### src/rtl/display_scan.sv
// Four-digit multiplexed 7-segment scanner with frame-synchronous value updates.
// Optional build macro LEADING_ZERO_BLANK_EN blanks leading zero digits.
module display_scan #(
    parameter int PRESCALE = 50000
) (
    input  logic        clk,
    input  logic        rst,
    input  logic [15:0] value_in,
    input  logic        load,
    output logic [1:0]  digit_sel,
    output logic [6:0]  segments,
    output logic        update_pending,
    output logic        frame_done
);

    localparam int CNT_W = (PRESCALE > 1) ? $clog2(PRESCALE) : 1;
    localparam logic [CNT_W-1:0] CNT_MAX = CNT_W'(PRESCALE - 1);

    logic [CNT_W-1:0] count;
    logic             tick;
    logic             boundary;
    logic [1:0]       digit_next;
    logic [15:0]      shadow;
    logic [15:0]      display;
    logic [15:0]      display_next;

    function automatic logic [6:0] hex_to_seg(input logic [3:0] nib);
        logic [6:0] seg;
        case (nib)
            4'h0:    seg = 7'h40;
            4'h1:    seg = 7'h79;
            4'h2:    seg = 7'h24;
            4'h3:    seg = 7'h30;
            4'h4:    seg = 7'h19;
            4'h5:    seg = 7'h12;
            4'h6:    seg = 7'h02;
            4'h7:    seg = 7'h78;
            4'h8:    seg = 7'h00;
            4'h9:    seg = 7'h10;
            4'hA:    seg = 7'h08;
            4'hB:    seg = 7'h03;
            4'hC:    seg = 7'h46;
            4'hD:    seg = 7'h21;
            4'hE:    seg = 7'h06;
            default: seg = 7'h0E;
        endcase
        return seg;
    endfunction

    function automatic logic [3:0] nibble_at(input logic [15:0] v, input logic [1:0] idx);
        return v[{idx, 2'b00} +: 4];
    endfunction

    // Pattern for one digit slot; blanking only ever hides digits above the top nonzero nibble.
    function automatic logic [6:0] digit_pattern(input logic [15:0] v, input logic [1:0] idx);
`ifdef LEADING_ZERO_BLANK_EN
        logic blank;
        case (idx)
            2'd1:    blank = (v[15:4] == 12'h000);
            2'd2:    blank = (v[15:8] == 8'h00);
            2'd3:    blank = (v[15:12] == 4'h0);
            default: blank = 1'b0;
        endcase
        return blank ? 7'h7F : hex_to_seg(nibble_at(v, idx));
`else
        return hex_to_seg(nibble_at(v, idx));
`endif
    endfunction

    always_comb begin
        tick         = (count == CNT_MAX);
        boundary     = tick && (digit_sel == 2'd3);
        digit_next   = digit_sel + 2'd1;
        display_next = display;
        // A load on the boundary tick is newer than anything in the shadow.
        if (boundary) begin
            if (load)
                display_next = value_in;
            else if (update_pending)
                display_next = shadow;
        end
    end

    always_ff @(posedge clk or posedge rst) begin
        if (rst) begin
            count          <= '0;
            digit_sel      <= 2'd0;
            segments       <= 7'h40;
            frame_done     <= 1'b0;
            display        <= 16'h0000;
            shadow         <= 16'h0000;
            update_pending <= 1'b0;
        end else begin
            count      <= tick ? '0 : count + CNT_W'(1);
            frame_done <= boundary;
            display    <= display_next;
            // Segments follow the digit index on the same edge, using the post-update value.
            if (tick) begin
                digit_sel <= digit_next;
                segments  <= digit_pattern(display_next, digit_next);
            end
            if (load && !boundary) begin
                shadow         <= value_in;
                update_pending <= 1'b1;
            end else if (boundary) begin
                update_pending <= 1'b0;
            end
        end
    end

endmodule

### config.mk
export PLATFORM = sky130hd
export DESIGN_NAME = display_scan
export DESIGN_NICKNAME = d
export VERILOG_FILES = /design/src/rtl/display_scan.sv
export SDC_FILE = /design/constraint.sdc
export NUM_CORES = 1
export LEC_CHECK = 0
export ABC_AREA = 1
export BUFFER_PORTS_ARGS = -buffer_cell sky130_fd_sc_hd__buf_2
export CAP_MARGIN = 20
export CORE_MARGIN = 2
export CORE_UTILIZATION = 30
export CTS_CLUSTER_SIZE = 14
export DETAILED_ROUTE_END_ITERATION = 8
export MAX_ROUTING_LAYER = met4
export SLEW_MARGIN = 30
export SYNTH_ARGS = -nofsm -noshare
export SYNTH_HDL_FRONTEND = slang
export SYNTH_SLANG_ARGS = --single-unit
export TNS_END_PERCENT = 1
### constraint.sdc
create_clock -name clk -period 2.3 [get_ports clk]
set_input_delay 0.115 -clock clk [delete_from_list [all_inputs] [get_ports clk]]
set_output_delay 0.115 -clock clk [all_outputs]
set_load 0.05 [all_outputs]
==> results.sh <==
export IMPL_status="completed"
export IMPL_ff2ff_setup_slack_ns=0.06
export IMPL_cts_tree="done"
export IMPL_fp_dieArea_um2=12000
export IMPL_track_usage_pct=15.3
export IMPL_start_util_pct=30.9
export IMPL_io_pin_count=30
export IMPL_end_kind="register"
export IMPL_synth_commonest_cells="nand2_1 (164), dfrtp_1 (58), nand3_1 (57)"
export IMPL_synthXorXnorAreaFrac_pct=1.05
export IMPL_fmax_ghz=0.446
export IMPL_setup_tns_final_ns=0
export IMPL_cts_root_buf="clkbuf_8"
export IMPL_yosys_area_top_type="dfrtp_1"
export IMPL_fin_skew_ns=0.00793
export IMPL_reg2reg_from="count[1]$_DFF_PP0_"
export IMPL_min_period_ns=2.24
export IMPL_final_nets=546
export IMPL_max_slew_margin_pct=73.7
export IMPL_vias=3095
export IMPL_ys_warn_count=0
export IMPL_synth_fp_nets=480
export IMPL_hold_depth=2
export IMPL_ys_ff_latch=59
export IMPL_post_dp_hpwl_um=5920
export IMPL_vias_per_cell=4.66
export IMPL_totalPowerFinal_w=0.00232
export IMPL_post_route_period_util_pct=97.6
export IMPL_avgSynthCellArea_um2=7.39
export IMPL_drive_gt1_share_pct=30.9
export IMPL_first_pass_iters=6
export IMPL_drv_slew=0
export IMPL_tightest_slew_ns=0.392
export IMPL_clkSlewWorstSetupHoldPaths_ns=0.07
export IMPL_clockBufferDepth=2
export IMPL_synth_area_leaders="dfrtp_1 (43%), nand2_1 (18%), nand3_1 (8.5%)"
export IMPL_rsz0062_at_grt="yes"
export IMPL_worstHoldEndpoint="shadow[10]$_DFFE_PP0P_"
export IMPL_worstSkewPairLatency_ns=0.34
export IMPL_clkSinkCount=59
export IMPL_synth_top_family_by_area="simple AND/OR/NAND/NOR gates"
export IMPL_route_top_layer_used="met4"
export IMPL_start_kind="register"
export IMPL_overflow=0
export IMPL_numCtsBuffers=9
export IMPL_synth_area_um2=3350
export IMPL_die_h_um=110
export IMPL_hold_viol_final=0
export IMPL_synth_simple_area_share_pct=37.0
export IMPL_yosysSeqAreaShare_pct=44.2
export IMPL_drc=0
export IMPL_critPathRequiredTime_ns=2.58
export IMPL_wl_per_cell_um=13.1
export IMPL_dp_slack_ns=-0.0205
export IMPL_path_max_fanout=6
export IMPL_synthAdderAreaFrac_pct=2.99
export IMPL_drt_iter0_drc=119
export IMPL_setup_viol=0
export IMPL_worstHoldStart="value_in[10]"
export IMPL_min_path_type="in2reg"
export IMPL_synth_compound_area_share_pct=3.74
export IMPL_grt_pass1_vias=3014
export IMPL_async_flop_share_pct=100
export IMPL_synthMuxAreaShare_pct=3.70
export IMPL_synth_ff_type="dfrtp_1"
export IMPL_fin_cells=664
export IMPL_fin_ws_ns=0.0560
export IMPL_crit_arrival_ns=2.52
export IMPL_coreArea_um2=10800
export IMPL_die_w_um=110
export IMPL_maxCapViolCount=0
export IMPL_r2r_end="segments[4]$_DFFE_PP0N_"
export IMPL_synth_top_area_share_pct=43.4
export IMPL_wl_met1_um=3900
export IMPL_synth_most_common_cell="nand2_1"
export IMPL_crit_type="reg2reg"
export IMPL_dpl_cell_count=635
export IMPL_routed_wl_um=8680
export IMPL_antenna_found_initial=0
export IMPL_finalWeightedCongestion=0.854
export IMPL_row_count=38
export IMPL_io_buffers=29
export IMPL_h_tree_depth=3
export IMPL_nFillCells=1099
export IMPL_worst_ir_drop_vdd_uv=228
export IMPL_area_growth_pct=31.3
export IMPL_post_synth_num_cell_types=28
export IMPL_p_per_area_nw_per_um2=527
export IMPL_antenna_cells=0
export IMPL_grt_pass1_wl_um=13800
export IMPL_r2r_cells=17
export IMPL_netlist_instances=453
export IMPL_p_leak_nw=2.12
export IMPL_met3_length_um=293
export IMPL_routed_wl_met2_um=4330
export IMPL_synth_edf_count=0
export IMPL_detail_route_antenna_nets=0
export IMPL_grt_max_degree=60
critical path: stages (launching register included):
cell	delay (ns)
dfrtp_1	0.40
ha_4	0.18
nand2_2	0.06
nor2_4	0.14
nand3_2	0.09
nor2_4	0.21
buf_6	0.13
buf_4	0.12
nand3_2	0.08
nand3_2	0.11
nand3_4	0.10
nand2_4	0.13
buf_6	0.12
buf_4	0.10
nand2_1	0.04
nand3_1	0.07
nand2_1	0.05
nand2_1	0.05
power breakdown:
part           total [W]  switching, W  internal [W]
Clock            0.00110      0.000433      0.000668
Combinational   0.000138     0.0000807     0.0000569
Sequential       0.00108     0.0000144       0.00106
Total            0.00232      0.000528       0.00179
routing by layer:
layer,vias up,track usage (%)
li1,1557,-
met1,1473,18.7
met2,54,24.8
met3,11,2.37
met4,0,6.96
met5,-,-
sequential cells by signal, indices dropped and copies added, names as in the netlist:
name and cells:
segments 7, frame_done 1, update_pending 1, count 16
shadow 16, display 16, digit_sel 2
cell families after synthesis:
family	Yosys count
xor+xnor	4
buf+inv	62
simple gates	285
fa+ha+maj	8
compound gates	24
mux	11
flops	59
placed cells by master, fill, tap and decap left out, types with 11 or more instances in the layout:
cell,n
buf_2,29
buf_4,29
clkbuf_8,11
dfrtp_1,54
inv_1,44
mux2_2,11
nand2_1,156
nand2_2,11
nand3_1,33
nand3_2,25
nor2_1,33
final cells by class:
class | count | area [µm²] | area share, %
Clock buffer | 12 | 155 | 3.53
Clock inverter | 4 | 72.6 | 1.65
Inverter | 53 | 204 | 4.64
Multi-Input combinational cell | 332 | 1870 | 42.5
Sequential cell | 59 | 1480 | 33.7
Tap cell | 140 | 175 | 3.99
Timing Repair Buffer | 64 | 438 | 9.97
through the flow:
| stage | util (%) | hold WS (ns) | area, µm² |
|---|---|---|---|
| after floorplan | - | 0.260 | 3350 |
| after global placement | 35.1 | 0.207 | 3800 |
| after detailed placement | 35.1 | 0.205 | 3800 |
| after CTS | 37.3 | 0.00922 | 4050 |
| after global routing | 40.5 | 0.00972 | 4390 |
| final | 40.5 | 0.0218 | 4390 |
repair_timing:
action,CTS,global route
pin swaps,1,21
hold endpoints to repair,58,0
endpoints found under the setup margin,5,8
resized for setup,3,66
hold buffers,1,0
buffers inserted,0,12
worst max path at each step:
stage,from,to,slack [ns],cells past startpoint
final,count[1]$_DFF_PP0_,segments[4]$_DFFE_PP0N_,0.06,17
after global routing,count[1]$_DFF_PP0_,segments[3]$_DFFE_PP0N_,-0.09,17
after CTS,count[1]$_DFF_PP0_,segments[3]$_DFFE_PP0N_,0.007,16
after detailed placement,count[1]$_DFF_PP0_,segments[3]$_DFFE_PP0N_,-0.02,16
after global placement,count[0]$_DFF_PP0_,segments[0]$_DFFE_PP0N_,-0.008,16
after floorplan,digit_sel[1]$_DFFE_PP0N_,segments[3]$_DFFE_PP0N_,0.003,13
Note: power is estimated with default switching activity, not from simulation.
